**config.mk**
```make
export PLATFORM = sky130hd
export DESIGN_NAME = fork_join_sched_flat
export DESIGN_NICKNAME = d
export VERILOG_FILES = /design/src/rtl/fork_join_pkg.sv /design/src/rtl/fork_join_sched_if.sv /design/src/rtl/dly_branch.sv /design/src/rtl/fork_join_sched.sv /design/src/flat_wrapper.sv
export SDC_FILE = /design/constraint.sdc
export NUM_CORES = 1
export LEC_CHECK = 0
export BUFFER_PORTS_ARGS = -buffer_cell sky130_fd_sc_hd__buf_2
export CORE_ASPECT_RATIO = 1.5
export CORE_MARGIN = 10
export CORE_UTILIZATION = 25
export CTS_CLUSTER_SIZE = 30
export DETAILED_ROUTE_END_ITERATION = 7
export GPL_ROUTABILITY_DRIVEN = 0
export GPL_TIMING_DRIVEN = 0
export PLACE_DENSITY_LB_ADDON = 0.1
export SYNTH_ARGS = -nofsm -noshare
export SYNTH_HDL_FRONTEND = slang
export SYNTH_SLANG_ARGS = --single-unit
```
**constraint.sdc**
```tcl
create_clock -name clk -period 5.8 [get_ports clk]
set_input_delay 0.29 -clock clk [delete_from_list [all_inputs] [get_ports clk]]
set_output_delay 0.29 -clock clk [all_outputs]
set_load 0.02 [all_outputs]
```
**src/rtl/fork_join_pkg.sv**
```systemverilog
// Shared types for the fork/join delay sequencer: FSM state encoding and delay word.
package fork_join_pkg;

  localparam int unsigned DLY_W = 8;

  typedef logic [DLY_W-1:0] dly_t;

  typedef enum logic [1:0] {
    IDLE = 2'd0,
    PRE  = 2'd1,
    FORK = 2'd2,
    POST = 2'd3
  } state_t;

endpackage

```
**src/rtl/fork_join_sched_if.sv**
```systemverilog
// Control/config bus of the sequencer: start/abort and delays in, busy and phase pulses out.
interface fork_join_sched_if
  import fork_join_pkg::*;
#(
  parameter int unsigned W = DLY_W
);

  logic         start;
  logic         abort;
  logic [W-1:0] pre_dly;
  logic [W-1:0] a_dly;
  logic [W-1:0] b_dly;
  logic [W-1:0] post_dly;
  logic         busy;
  logic         pre_fire;
  logic         a_fire;
  logic         b_fire;
  logic         done;

  modport master (
    output start, abort, pre_dly, a_dly, b_dly, post_dly,
    input  busy, pre_fire, a_fire, b_fire, done
  );

  modport slave (
    input  start, abort, pre_dly, a_dly, b_dly, post_dly,
    output busy, pre_fire, a_fire, b_fire, done
  );

endinterface

```
**src/rtl/dly_branch.sv**
```systemverilog
// One timed branch of the fork: down-counter, registered completion pulse and sticky done flag.
module dly_branch
  import fork_join_pkg::*;
#(
  parameter int unsigned W = DLY_W
) (
  input  logic         clk,
  input  logic         rstn,
  input  logic         load,
  input  logic         en,
  input  logic         abort,
  input  logic [W-1:0] value,
  output logic         fire,
  output logic         done,
  output logic         hit_c
);

  logic [W-1:0] cnt;

  // Branch completes on this edge; the top uses it to join in the same cycle.
  assign hit_c = en & ~done & (cnt == '0);

  always_ff @(posedge clk or negedge rstn) begin
    if (!rstn) begin
      cnt  <= '0;
      fire <= 1'b0;
      done <= 1'b0;
    end else if (abort) begin
      fire <= 1'b0;
    end else if (load) begin
      cnt  <= value;
      done <= 1'b0;
      fire <= 1'b0;
    end else begin
      fire <= hit_c;
      if (hit_c) begin
        done <= 1'b1;
      end else if (en && !done) begin
        cnt <= cnt - W'(1);
      end
    end
  end

endmodule

```
**src/rtl/fork_join_sched.sv**
```systemverilog
// Sequencer: pre delay, fork of two timed branches, join, post delay; one-cycle pulse per phase.
module fork_join_sched
  import fork_join_pkg::*;
#(
  parameter int unsigned W = DLY_W
) (
  input  logic              clk,
  input  logic              rstn,
  fork_join_sched_if.slave  bus
);

  state_t       state, state_d;
  logic [W-1:0] cnt, cnt_d;
  logic [W-1:0] a_val, b_val, q_val;
  logic         busy_q, busy_d;
  logic         pre_fire_q, pre_fire_d;
  logic         done_q, done_d;
  logic         cap_en, load_ab, en_ab, abort_run;
  logic         a_hit_c, b_hit_c, a_done, b_done;
  logic         cnt_zero, join_c;

  assign cnt_zero  = (cnt == '0);
  assign abort_run = bus.abort & (state != IDLE);
  assign join_c    = (a_done | a_hit_c) & (b_done | b_hit_c);

  assign bus.busy     = busy_q;
  assign bus.pre_fire = pre_fire_q;
  assign bus.done     = done_q;

  // State and phase registers; delays are captured only when a run is accepted.
  always_ff @(posedge clk or negedge rstn) begin
    if (!rstn) begin
      state      <= IDLE;
      cnt        <= '0;
      a_val      <= '0;
      b_val      <= '0;
      q_val      <= '0;
      busy_q     <= 1'b0;
      pre_fire_q <= 1'b0;
      done_q     <= 1'b0;
    end else begin
      state      <= state_d;
      cnt        <= cnt_d;
      busy_q     <= busy_d;
      pre_fire_q <= pre_fire_d;
      done_q     <= done_d;
      if (cap_en) begin
        a_val <= bus.a_dly;
        b_val <= bus.b_dly;
        q_val <= bus.post_dly;
      end
    end
  end

  always_comb begin
    state_d = state;
    case (state)
      IDLE: if (bus.start && !bus.abort) state_d = PRE;
      PRE: begin
        if (bus.abort)     state_d = IDLE;
        else if (cnt_zero) state_d = FORK;
      end
      FORK: begin
        if (bus.abort)   state_d = IDLE;
        else if (join_c) state_d = POST;
      end
      POST: begin
        if (bus.abort)     state_d = IDLE;
        else if (cnt_zero) state_d = IDLE;
      end
      default: state_d = IDLE;
    endcase
  end

  always_comb begin
    cnt_d      = cnt;
    busy_d     = busy_q;
    pre_fire_d = 1'b0;
    done_d     = 1'b0;
    cap_en     = 1'b0;
    load_ab    = 1'b0;
    en_ab      = (state == FORK);
    case (state)
      IDLE: begin
        if (bus.start && !bus.abort) begin
          cap_en = 1'b1;
          cnt_d  = bus.pre_dly;
          busy_d = 1'b1;
        end
      end
      PRE: begin
        if (bus.abort) begin
          busy_d = 1'b0;
        end else if (cnt_zero) begin
          pre_fire_d = 1'b1;
          load_ab    = 1'b1;
        end else begin
          cnt_d = cnt - W'(1);
        end
      end
      FORK: begin
        if (bus.abort)   busy_d = 1'b0;
        else if (join_c) cnt_d  = q_val;
      end
      POST: begin
        if (bus.abort) begin
          busy_d = 1'b0;
        end else if (cnt_zero) begin
          done_d = 1'b1;
          busy_d = 1'b0;
        end else begin
          cnt_d = cnt - W'(1);
        end
      end
      default: busy_d = 1'b0;
    endcase
  end

  dly_branch #(.W(W)) u_branch_a (
    .clk   (clk),
    .rstn  (rstn),
    .load  (load_ab),
    .en    (en_ab),
    .abort (abort_run),
    .value (a_val),
    .fire  (bus.a_fire),
    .done  (a_done),
    .hit_c (a_hit_c)
  );

  dly_branch #(.W(W)) u_branch_b (
    .clk   (clk),
    .rstn  (rstn),
    .load  (load_ab),
    .en    (en_ab),
    .abort (abort_run),
    .value (b_val),
    .fire  (bus.b_fire),
    .done  (b_done),
    .hit_c (b_hit_c)
  );

endmodule

```
**src/flat_wrapper.sv**
```systemverilog
// flat-port wrapper written by rule: the top's interface ports become plain ports
module fork_join_sched_flat import fork_join_pkg::*;
#(
  parameter int unsigned W = DLY_W
)
  (clk, rstn, bus_start, bus_abort, bus_pre_dly, bus_a_dly, bus_b_dly, bus_post_dly, bus_busy, bus_pre_fire, bus_a_fire, bus_b_fire, bus_done);
  fork_join_sched_if #(.W(W)) bus_i ();
  input  logic clk;
  input  logic rstn;
  input wire logic [$bits(bus_i.start)-1:0] bus_start;
  input wire logic [$bits(bus_i.abort)-1:0] bus_abort;
  input wire logic [$bits(bus_i.pre_dly)-1:0] bus_pre_dly;
  input wire logic [$bits(bus_i.a_dly)-1:0] bus_a_dly;
  input wire logic [$bits(bus_i.b_dly)-1:0] bus_b_dly;
  input wire logic [$bits(bus_i.post_dly)-1:0] bus_post_dly;
  output wire logic [$bits(bus_i.busy)-1:0] bus_busy;
  output wire logic [$bits(bus_i.pre_fire)-1:0] bus_pre_fire;
  output wire logic [$bits(bus_i.a_fire)-1:0] bus_a_fire;
  output wire logic [$bits(bus_i.b_fire)-1:0] bus_b_fire;
  output wire logic [$bits(bus_i.done)-1:0] bus_done;
  assign bus_i.start = bus_start;
  assign bus_i.abort = bus_abort;
  assign bus_i.pre_dly = bus_pre_dly;
  assign bus_i.a_dly = bus_a_dly;
  assign bus_i.b_dly = bus_b_dly;
  assign bus_i.post_dly = bus_post_dly;
  assign bus_busy = bus_i.busy;
  assign bus_pre_fire = bus_i.pre_fire;
  assign bus_a_fire = bus_i.a_fire;
  assign bus_b_fire = bus_i.b_fire;
  assign bus_done = bus_i.done;
  fork_join_sched #(.W(W)) u_core (.clk(clk), .rstn(rstn), .bus(bus_i));
endmodule
```
## Word-level counts from Yosys, hierarchy flattened

Index checks and enable logic that the tools add are counted.

- Flip-flop bits (word level): 57
- Input port bits: 36
- Output and inout port bits: 5
- Word-level logic and storage cells: 105

- Add/subtract/negate cells: 3
- Equality and inequality tests: 14
- Mux-type cells: 39
- Bitwise operators: 11
- Reductions and logical operators: 24

Operator list:

| operator | number |
|---|---|
| 8-bit two-way mux | 11 |
| 8-bit logical NOT | 3 |
| 8-bit case mux with 3 select lines | 1 |
| 8-bit by 1-bit subtractor with 8-bit output, second input constant | 3 |
| 1-bit two-way mux | 18 |
| 2-bit two-way mux | 7 |
| 2-bit by 1-bit inequality test with 1-bit output, second input constant | 5 |
| 2-bit nonzero test | 5 |
| 3-bit by 2-bit inequality test with 1-bit output, second input constant | 3 |
| 3-bit AND reduction | 3 |
| 2-bit case mux with 4 select lines | 1 |
| 1-bit AND | 6 |
| 2-bit inequality test, second input constant | 3 |
| 5-bit AND reduction | 1 |
| 2-bit equality test, second input constant | 2 |
| 2-bit AND reduction | 2 |
| 4-bit AND reduction | 1 |
| 2-bit OR reduction | 2 |
| 1-bit logical AND | 3 |
| 1-bit logical NOT | 3 |
| 1-bit inverter | 3 |
| 1-bit case mux with 3 select lines | 1 |
| 2-bit by 1-bit equality test with 1-bit output, second input constant | 1 |
| 2-bit logical NOT | 1 |
| 1-bit bitwise OR | 2 |

## Longest topological paths before layout

Gate-level depths: netlist of run 1.

- Depth after elaboration: 8
- Depth in mapped cells: 9
- Gate-level depth less buffers: 8

## By module

A second synthesis of run 1 with hierarchy kept.

- Cells, all modules: 313
- Area, all modules: 3155.5 sq um

Modules (own cells, without submodules):

| module | times used | cells an instance | area each (sq um) | sequential area each (sq um) |
|---|---|---|---|---|
| fork_join_sched | 1 | 159 | 1884.3 | 925.9 |
| dly_branch | 2 | 77 | 635.6 | 250.2 |

## Worst setup path before layout of run 1

No wires, ideal clock.

- Path type: flip-flop to flip-flop
- Start point: reg u_core.state[0]
- End point: reg u_core.u_branch_b.cnt[1]
- Library setup time: 77 ps
- Arrival time: 1833 ps
- Required time: 5723 ps
- Slack: 3890 ps
- Cell stages (with the launch flop): 7
- Path buffers: 0
- Clock period less this slack: 1910 ps
- Cells stage by stage: dfrtp_1 -> inv_1 -> ha_1 -> and4bb_4 -> a2111oi_4 -> mux2_1 -> a21oi_1

- Longest elaborated chain between the ends: 5
- Elaborated cells on any way between the ends: 13
- Those cells by class: eq/ne (3); mux (2); bitwise (4); reduce/logical (4)

RTL lines:

| element | line | text |
|---|---|---|
| start: declaration | fork_join_sched.sv:12 | `state_t state, state_d;` |
| start signal: assignment | fork_join_sched.sv:42 | `state <= state_d;` |
| 2-bit equality test | fork_join_sched.sv:82 | `en_ab = (state == FORK);` |
| 1-bit AND (2 in series) | dly_branch.sv:21 | `assign hit_c = en & ~done & (cnt == '0);` |
| 2-bit by 1-bit inequality test with 1-bit output (no line) | -- |  |
| 3-bit AND reduction (no line) | -- |  |
| end signal: assignment | dly_branch.sv:31 | `cnt <= value;` |
| end signal: assignment | dly_branch.sv:39 | `cnt <= cnt - W'(1);` |
| end: declaration | dly_branch.sv:18 | `logic [W-1:0] cnt;` |

Several ways; a longest one is shown, not always the timed one.
A chain may end at the register's enable or synchronous reset.

## Worst setup path in the final report of run 1

- Start point: reg u_core.state[0]
- End point: reg u_core.u_branch_b.cnt[7]

Same word-level chain as after synthesis.

==> results by group, run 1 <==
Route
  • DRC Markers: 0
  • Vias per Instance: 4.60
  • Pre-Repair DR Iteration Count: 4
  • DRT iter0 DRCs: 38
  • Total Wirelength: 7910 um
  • Via count: 2,212
  • WL/cell: 16.4 um
  • Antenna Violating Nets Remaining: 0

Run
  • Max Cap Viol: 0

Worst setup path
  • R2R Path Start: u_core.state[0]
  • Worst Path Max Fanout: 6
  • R2R Setup Slk: 3.52 ns
  • R2R cell count: 7
  • Arr. time, crit path: 2.48 ns
  • CP peak stage delay: 0.53 ns
  • Critical path's slowest cell: a2111oi_4
  • Critical Path, Cell by Cell: inv_1 > ha_1 > and4bb_4 > a2111oi_4 > nand4_1 > xor2_1 > a21oi_2
  • Critical Path RT: 6.01 ns
  • Setup Crit Path Kind: flip-flop to flip-flop
  • Worst Setup End Kind: flip-flop
  • Reg-to-Reg End: u_core.u_branch_b.cnt[7]
  • Nature of the critical path startpoint: flip-flop

Yosys
  • Ys flop type: dfrtp_1
  • Cell variety after synth: 51
  • Cells after synthesis: 275
  • Synth Warn #: 0
  • EDFF count, synth: 0
  • Synth Cell Area: 0.00302 sq mm
  • Mean area per synthesized cell: 11.0 sq um
  • Seq/Total Area, Yosys: 47.3%
  • Mapped Nets: 321
  • Ys async rst share: 100%
  • Register bit total from synthesis: 57

Clocking
  • Longest Clk Path Bufs: 2
  • CTS tree: yes
  • CTS resizes: 0
  • Clock root cell: clkbuf_16
  • Post-CTS Setup Bufs: 0
  • Clock Sink Count: 57
  • Clk_lat worst skew: 0.32 ns
  • Clk slew on worst S/H paths: 0.05 ns
  • Inserted Clock Buffers: 9
  • H-Tree Depth: 3
  • # hold bufs at CTS: 0

Placement
  • DP Cell Count: 468
  • Dpl hpwl: 5920 um
  • PortBufs: 40
  • Dpl cell area: 0.00341 sq mm

Floorplan
  • Number of top-level pins: 41
  • Row count: 49
  • Core Area: 0.0119 sq mm
  • Initial Util: 25.4%
  • Die span in x: 110 um
  • Die Y: 155 um
  • DIE AREA: 0.0170 sq mm

Global route
  • Gr ovfl total: 0
  • Largest net degree at the start of global routing: 58
  • Initial antenna violation count: 0
  • Vias in the first global route: 2,478
  • First-pass GRT wire length: 12,800 um
  • GRT Overall Usage: 10.0%

Power and ir drop
  • Pwr Total: 1.97 mW
  • Peak supply drop: 0.204 mV
  • P_leak: 1.58 nW
  • PwrDens: 537 mW/mm^2

Run status
  • Status: finished clean

Timing
  • Max Transition Viols Final: 0
  • Min Hold Slack: 0.0373 ns
  • Worst-Margin Slew: 0.757 ns
  • Relative max-transition margin: 49.6%
  • Tcrit/Tclk final: 39.3%
  • Post-layout min period: 2.28 ns
  • # setup viols final: 0
  • Clk_skew: 0.00408 ns
  • Final Hold Viols: 0
  • Setup TNS Final: 0 ns
  • Fmax: 439 MHz
  • RSZ-0062 raised after global routing: no

Layout
  • Final net count: 372
  • P&R area growth vs syn: 21.4%
  • Ant. Diodes: 0
  • Design Area, Final: 0.00366 sq mm
  • Fill cells: 1,279
  • Final std cells w/o fill: 481
  • Layout cells sized above 1: 25.0%

Hold path
  • Min-delay worst type: primary input to asynchronous set/reset pin
## cells in the mapped netlist (2+ instances only)
cell	instances	area share [%]
dfrtp_1	57	47
nand2_1	30	3.7
nor2_1	16	2.0
o21ai_1	15	2.5
mux2_1	13	4.9
mux2_2	12	4.5
xor2_1	11	3.2
ha_1	10	4.1
inv_1	10	1.2
xnor2_1	9	2.6
a21oi_1	8	1.3
nor2b_1	7	1.5
a221oi_1	5	1.5
buf_2	5	0.83
clkbuf_1	5	0.62
o31ai_1	5	1.2
nand3_1	4	0.66
nor3_1	4	0.66
nor3b_1	4	1.0
nor4_1	4	0.83
nor4_4	3	2.1
a211o_1	2	0.58
a22oi_1	2	0.50
and2_1	2	0.41
mux2i_1	2	0.66
nand2b_1	2	0.41
nand3b_1	2	0.50
nor3b_2	2	0.83
o21ai_0	2	0.33
## layout make-up
type	instances	area (sq um)	share of cell area, %
multi-input cells	196	1500	40.9
flip-flops and latches	57	1430	38.9
clock buffers	12	246	6.73
repair buffers	40	203	5.53
well taps	153	191	5.23
plain buffers	11	51.3	1.40
inverters	11	41.3	1.13
clock inverters	1	5.00	0.137
## through the flow
stage                     setup slack [ns]  util (%)
after detailed placement              3.49      28.7
after floorplan                       3.89         -
final                                 3.52      30.8
after CTS                             3.48      30.8
after global routing                  3.39      30.8
after global placement                3.48      28.7
## kinds of logic after synthesis
family / after synthesis / share of synthesized area (%)
AO/OA/AOI/OAI: 49 / 11.9
XOR/XNOR: 20 / 5.80
adder cells (fa/ha/maj): 10 / 4.15
buffers and inverters: 22 / 3.07
flip-flops: 57 / 47.3
multiplexers: 28 / 10.5
AND/OR/NAND/NOR: 89 / 17.3
## flip-flops by register name, summed over array words and instances, names as in the netlist, 2 cells and up
name,count
u_core.a_val,8
u_core.q_val,8
u_core.b_val,8
u_core.u_branch_b.cnt,8
u_core.u_branch_a.cnt,8
u_core.state,2
u_core.cnt,8
## power breakdown
| group | switching (mW) | internal (mW) |
|---|---|---|
| logic | 0.386 | 0.361 |
| clock network | 0.170 | 0.292 |
| registers | 0.177 | 0.581 |
## per-layer routing
layer	up-vias	GRT usage [%]	wire [um]	part of all wire (%)
li1	1064	-	-	-
met2	44	17.2	4290	54
met1	1091	10.5	3050	39
met5	-	0	0	0
met4	0	5.22	208	2.6
met3	13	3.24	358	4.5
## critical path, delay by kind of cell (launching register included)
kind	cells	cell delay (ns)
adders and majority gates	1	0.30
buffers and inverters	1	0.09
xor gates and xnor gates	1	0.24
DFF	1	0.40
AOI/OAI and AO/OA	2	0.60
and+or+nand+nor	2	0.53
## placed cells by master, fill, tap and decap left out, types with 2 or more instances in the layout
master	n
nor3b_2	2
dfrtp_1	57
mux2_1	13
inv_1	10
ha_1	10
nor2b_1	7
buf_4	2
clkbuf_16	9
nor2_1	16
a22oi_1	2
a211o_1	2
nand2_1	30
buf_2	44
mux2_2	12
nand3_1	4
o21ai_1	15
nand2b_1	2
nand3b_1	2
a221oi_1	5
xnor2_1	9
clkbuf_1	7
and2_1	2
o31ai_1	5
o21ai_0	2
xor2_1	11
mux2i_1	2
nor3_1	4
nor4_4	3
nor3b_1	4
nor4_1	4
a21oi_1	8
## worst max-delay path by stage
stage                               start                  endpoint  slack, ns  depth (start not counted)
after global routing      u_core.state[0]  u_core.u_branch_b.cnt[7]       3.39                          7
after CTS                 u_core.state[0]  u_core.u_branch_b.cnt[7]       3.48                          7
after detailed placement  u_core.state[0]  u_core.u_branch_b.cnt[7]       3.49                          7
after global placement    u_core.state[0]  u_core.u_branch_b.cnt[7]       3.48                          7
final                     u_core.state[0]  u_core.u_branch_b.cnt[7]       3.52                          7
after floorplan           u_core.state[0]  u_core.u_branch_b.cnt[1]       3.89                          6
(Power assumes the default switching activity.)
==> run 2: changes to the inputs <==
--- a/config.mk
+++ b/config.mk
@@ -5,6 +5,7 @@
 export SDC_FILE = /design/constraint.sdc
 export NUM_CORES = 1
 export LEC_CHECK = 0
+export ABC_AREA = 1
 export BUFFER_PORTS_ARGS = -buffer_cell sky130_fd_sc_hd__buf_2
 export CORE_ASPECT_RATIO = 1.5
 export CORE_MARGIN = 10
==> constraint.sdc (replaced) <==
create_clock -name clk -period 2.2 [get_ports clk]
set_input_delay 0.11 -clock clk [delete_from_list [all_inputs] [get_ports clk]]
set_output_delay 0.11 -clock clk [all_outputs]
set_load 0.02 [all_outputs]
==> results by group, run 2 <==
Run status
  • Status: finished with violations
  • Failing checks: negative hold slack

Timing
  • Relative max-transition margin: 48.7%
  • Final Hold Viols: 1
  • Setup slack after layout: 0.250 ns
  • RSZ-0062 raised after global routing: no
  • Min Hold Slack: -0.00402 ns
  • Fmax: 513 MHz
  • Post-layout min period: 1.95 ns
  • # setup viols final: 0
  • Worst-Margin Slew: 0.770 ns
  • Clk_skew: 0.00390 ns
  • Tcrit/Tclk final: 88.6%
  • Max Transition Viols Final: 0
  • Setup TNS Final: 0 ns

Yosys
  • Top cells by count, synth: nand2_1, dfrtp_1, inv_1, nand3_1, nor2_1
  • Ys async rst share: 100%
  • Register bit total from synthesis: 57
  • Synth Cell Area: 0.00318 sq mm
  • Cells after synthesis: 416
  • Cell variety after synth: 36
  • Mapped Nets: 462
  • Top cell type's share of synthesized area: 44.8%
  • Area leader, netlist: dfrtp_1
  • Most frequent cell after synthesis: nand2_1
  • Ys flop type: dfrtp_1
  • Seq/Total Area, Yosys: 44.8%
  • Synth top area cells: dfrtp_1, nand2_1, nand3_1
  • Synth Warn #: 0
  • EDFF count, synth: 0
  • Mean area per synthesized cell: 7.65 sq um

Layout
  • P&R area growth vs syn: 28.5%
  • Commonest non-fill, non-tap cell in the layout: nand2_1
  • Most frequent cells in the layout: nand2_1, dfrtp_1, buf_2, inv_1, nand3_1
  • Final net count: 536
  • Layout cells sized above 1: 17.2%
  • Ant. Diodes: 0
  • Design Area, Final: 0.00409 sq mm

Worst setup path
  • Critical Path, Cell by Cell: inv_1 > ha_1 > nor2_1 > inv_1 > a21oi_4 > nand2_4 > nand2_1 > nand2_1
  • Worst Setup End Kind: flip-flop
  • Worst Path Max Fanout: 9
  • Nature of the critical path startpoint: flip-flop
  • Top delay family on crit path: simple AND/OR/NAND/NOR gates
  • Setup Crit Path Kind: flip-flop to flip-flop
  • Critical path's slowest cell: dfrtp_1
  • Worst path buffer plus inverter count: 2
  • Critical Path RT: 2.42 ns
  • Arr. time, crit path: 2.17 ns
  • CP peak stage delay: 0.40 ns

Placement
  • Dpl ws: 0.181 ns
  • Dpl cell area: 0.00358 sq mm
  • PortBufs: 40
  • Dpl hpwl: 6770 um

Route
  • DRC Markers: 0
  • Vias per Instance: 4.49
  • Antenna Violating Nets Remaining: 0
  • DRT iter0 DRCs: 121
  • WL/cell: 14.0 um
  • Pre-Repair DR Iteration Count: 4
  • Via count: 2,920
  • Total Wirelength: 9090 um

Power and ir drop
  • Peak supply drop: 0.419 mV
  • P_leak: 2.05 nW
  • Pwr Total: 5.48 mW
  • PwrDens: 1340 mW/mm^2

Floorplan
  • Initial Util: 25.4%
  • Row count: 50
  • Die span in x: 112 um
  • DIE AREA: 0.0177 sq mm
  • Core Area: 0.0125 sq mm
  • Die Y: 158 um
  • Number of top-level pins: 41

Clocking
  • CTS tree: yes
  • Clk slew on worst S/H paths: 0.05 ns
  • Clock root cell: clkbuf_16
  • Post-CTS Setup Bufs: 0
  • Inserted Clock Buffers: 9
  • H-Tree Depth: 3
  • Longest Clk Path Bufs: 2
  • Clock Sink Count: 57
  • Clk_lat worst skew: 0.33 ns

Global route
  • First-pass GRT wire length: 14,900 um
  • Vias in the first global route: 3,001
  • GRT Overall Usage: 10.5%
  • Gr ovfl total: 0
  • Initial antenna violation count: 0
  • Largest net degree at the start of global routing: 58

Hold path
  • Min-delay worst type: primary input to flip-flop

Run
  • Max Cap Viol: 0
==> run 2: cell types whose count changed after synthesis, moves of 12 or more <==
cell,previous run,this run
mux2_2,12,0
inv_1,10,33
nand3_1,4,33
nand2_1,30,143
mux2_1,13,0
nor2_1,16,32
o21ai_0,2,19
==> run 2: cell families after synthesis <==
kind of cell,synth area share (%)
and+or+nand+nor,32.2
xor gates and xnor gates,1.38
adders and majority gates,3.93
AOI/OAI and AO/OA,10.4
buffers and inverters,7.27
DFF,44.8
==> run 2: metal layers <==
metal,up-vias,GRT usage [%],share of wire [%]
li1,1489,-,-
met1,1382,11.9,45
met2,41,18.6,50
met3,8,2.42,2.9
met4,0,4.36,1.5
met5,-,0,0
==> run 2: worst register-to-register path, delay by kind of cell, from the launching register on <==
family                   cells  cell delay [ns]
AND/OR/NAND/NOR              4             0.52
flip-flops                   1             0.40
AO/OA/AOI/OAI                1             0.38
buffers and inverters        2             0.31
adder cells (fa/ha/maj)      1             0.24
==> run 2: where the power goes <==
part / internal, mW / switching [mW] / total [mW] / leakage, nW
clock: 0.863 / 0.476 / 1.34 / 0.139
combinational: 0.844 / 1.44 / 2.28 / 1.20
sequential: 1.52 / 0.346 / 1.86 / 0.706
==> run 2: stage by stage <==
stage                     std cells  util (%)
after floorplan                 416         -
after global placement          612      28.6
after detailed placement        612      28.6
after CTS                       650      32.7
after global routing            650      32.7
final                           650      32.7
==> run 2: repair_timing <==
item / in CTS / in global routing
setup endpoints to repair: 0 / 8
resized for setup: 0 / 1
endpoints found under the hold margin: 79 / 0
hold buffers: 23 / 0
==> run 2: final timing paths <==
kind	end	from	depth (start not counted)	slack [ns]
min	u_core.q_val[4]	bus_post_dly[4]	3	-0.004
min in group asynchronous	u_core.bus.busy	rstn	2	0.41
max reg2reg	u_core.cnt[6]	u_core.state[1]	8	0.25
max in group asynchronous	u_core.u_branch_b.cnt[2]	rstn	2	1.29
min reg2reg	u_core.bus.busy	u_core.bus.busy	2	0.48
max	u_core.cnt[6]	u_core.state[1]	8	0.25
==> run 2: layout make-up <==
type	count	area (sq um)
multi-input combinational	307	1530
fill	1408	8420
clock buffer	11	233
clock inverter	4	45.0
inverter	41	156
sequential	57	1430
buffer	11	75.1
timing repair buffer	63	433
tap	156	195
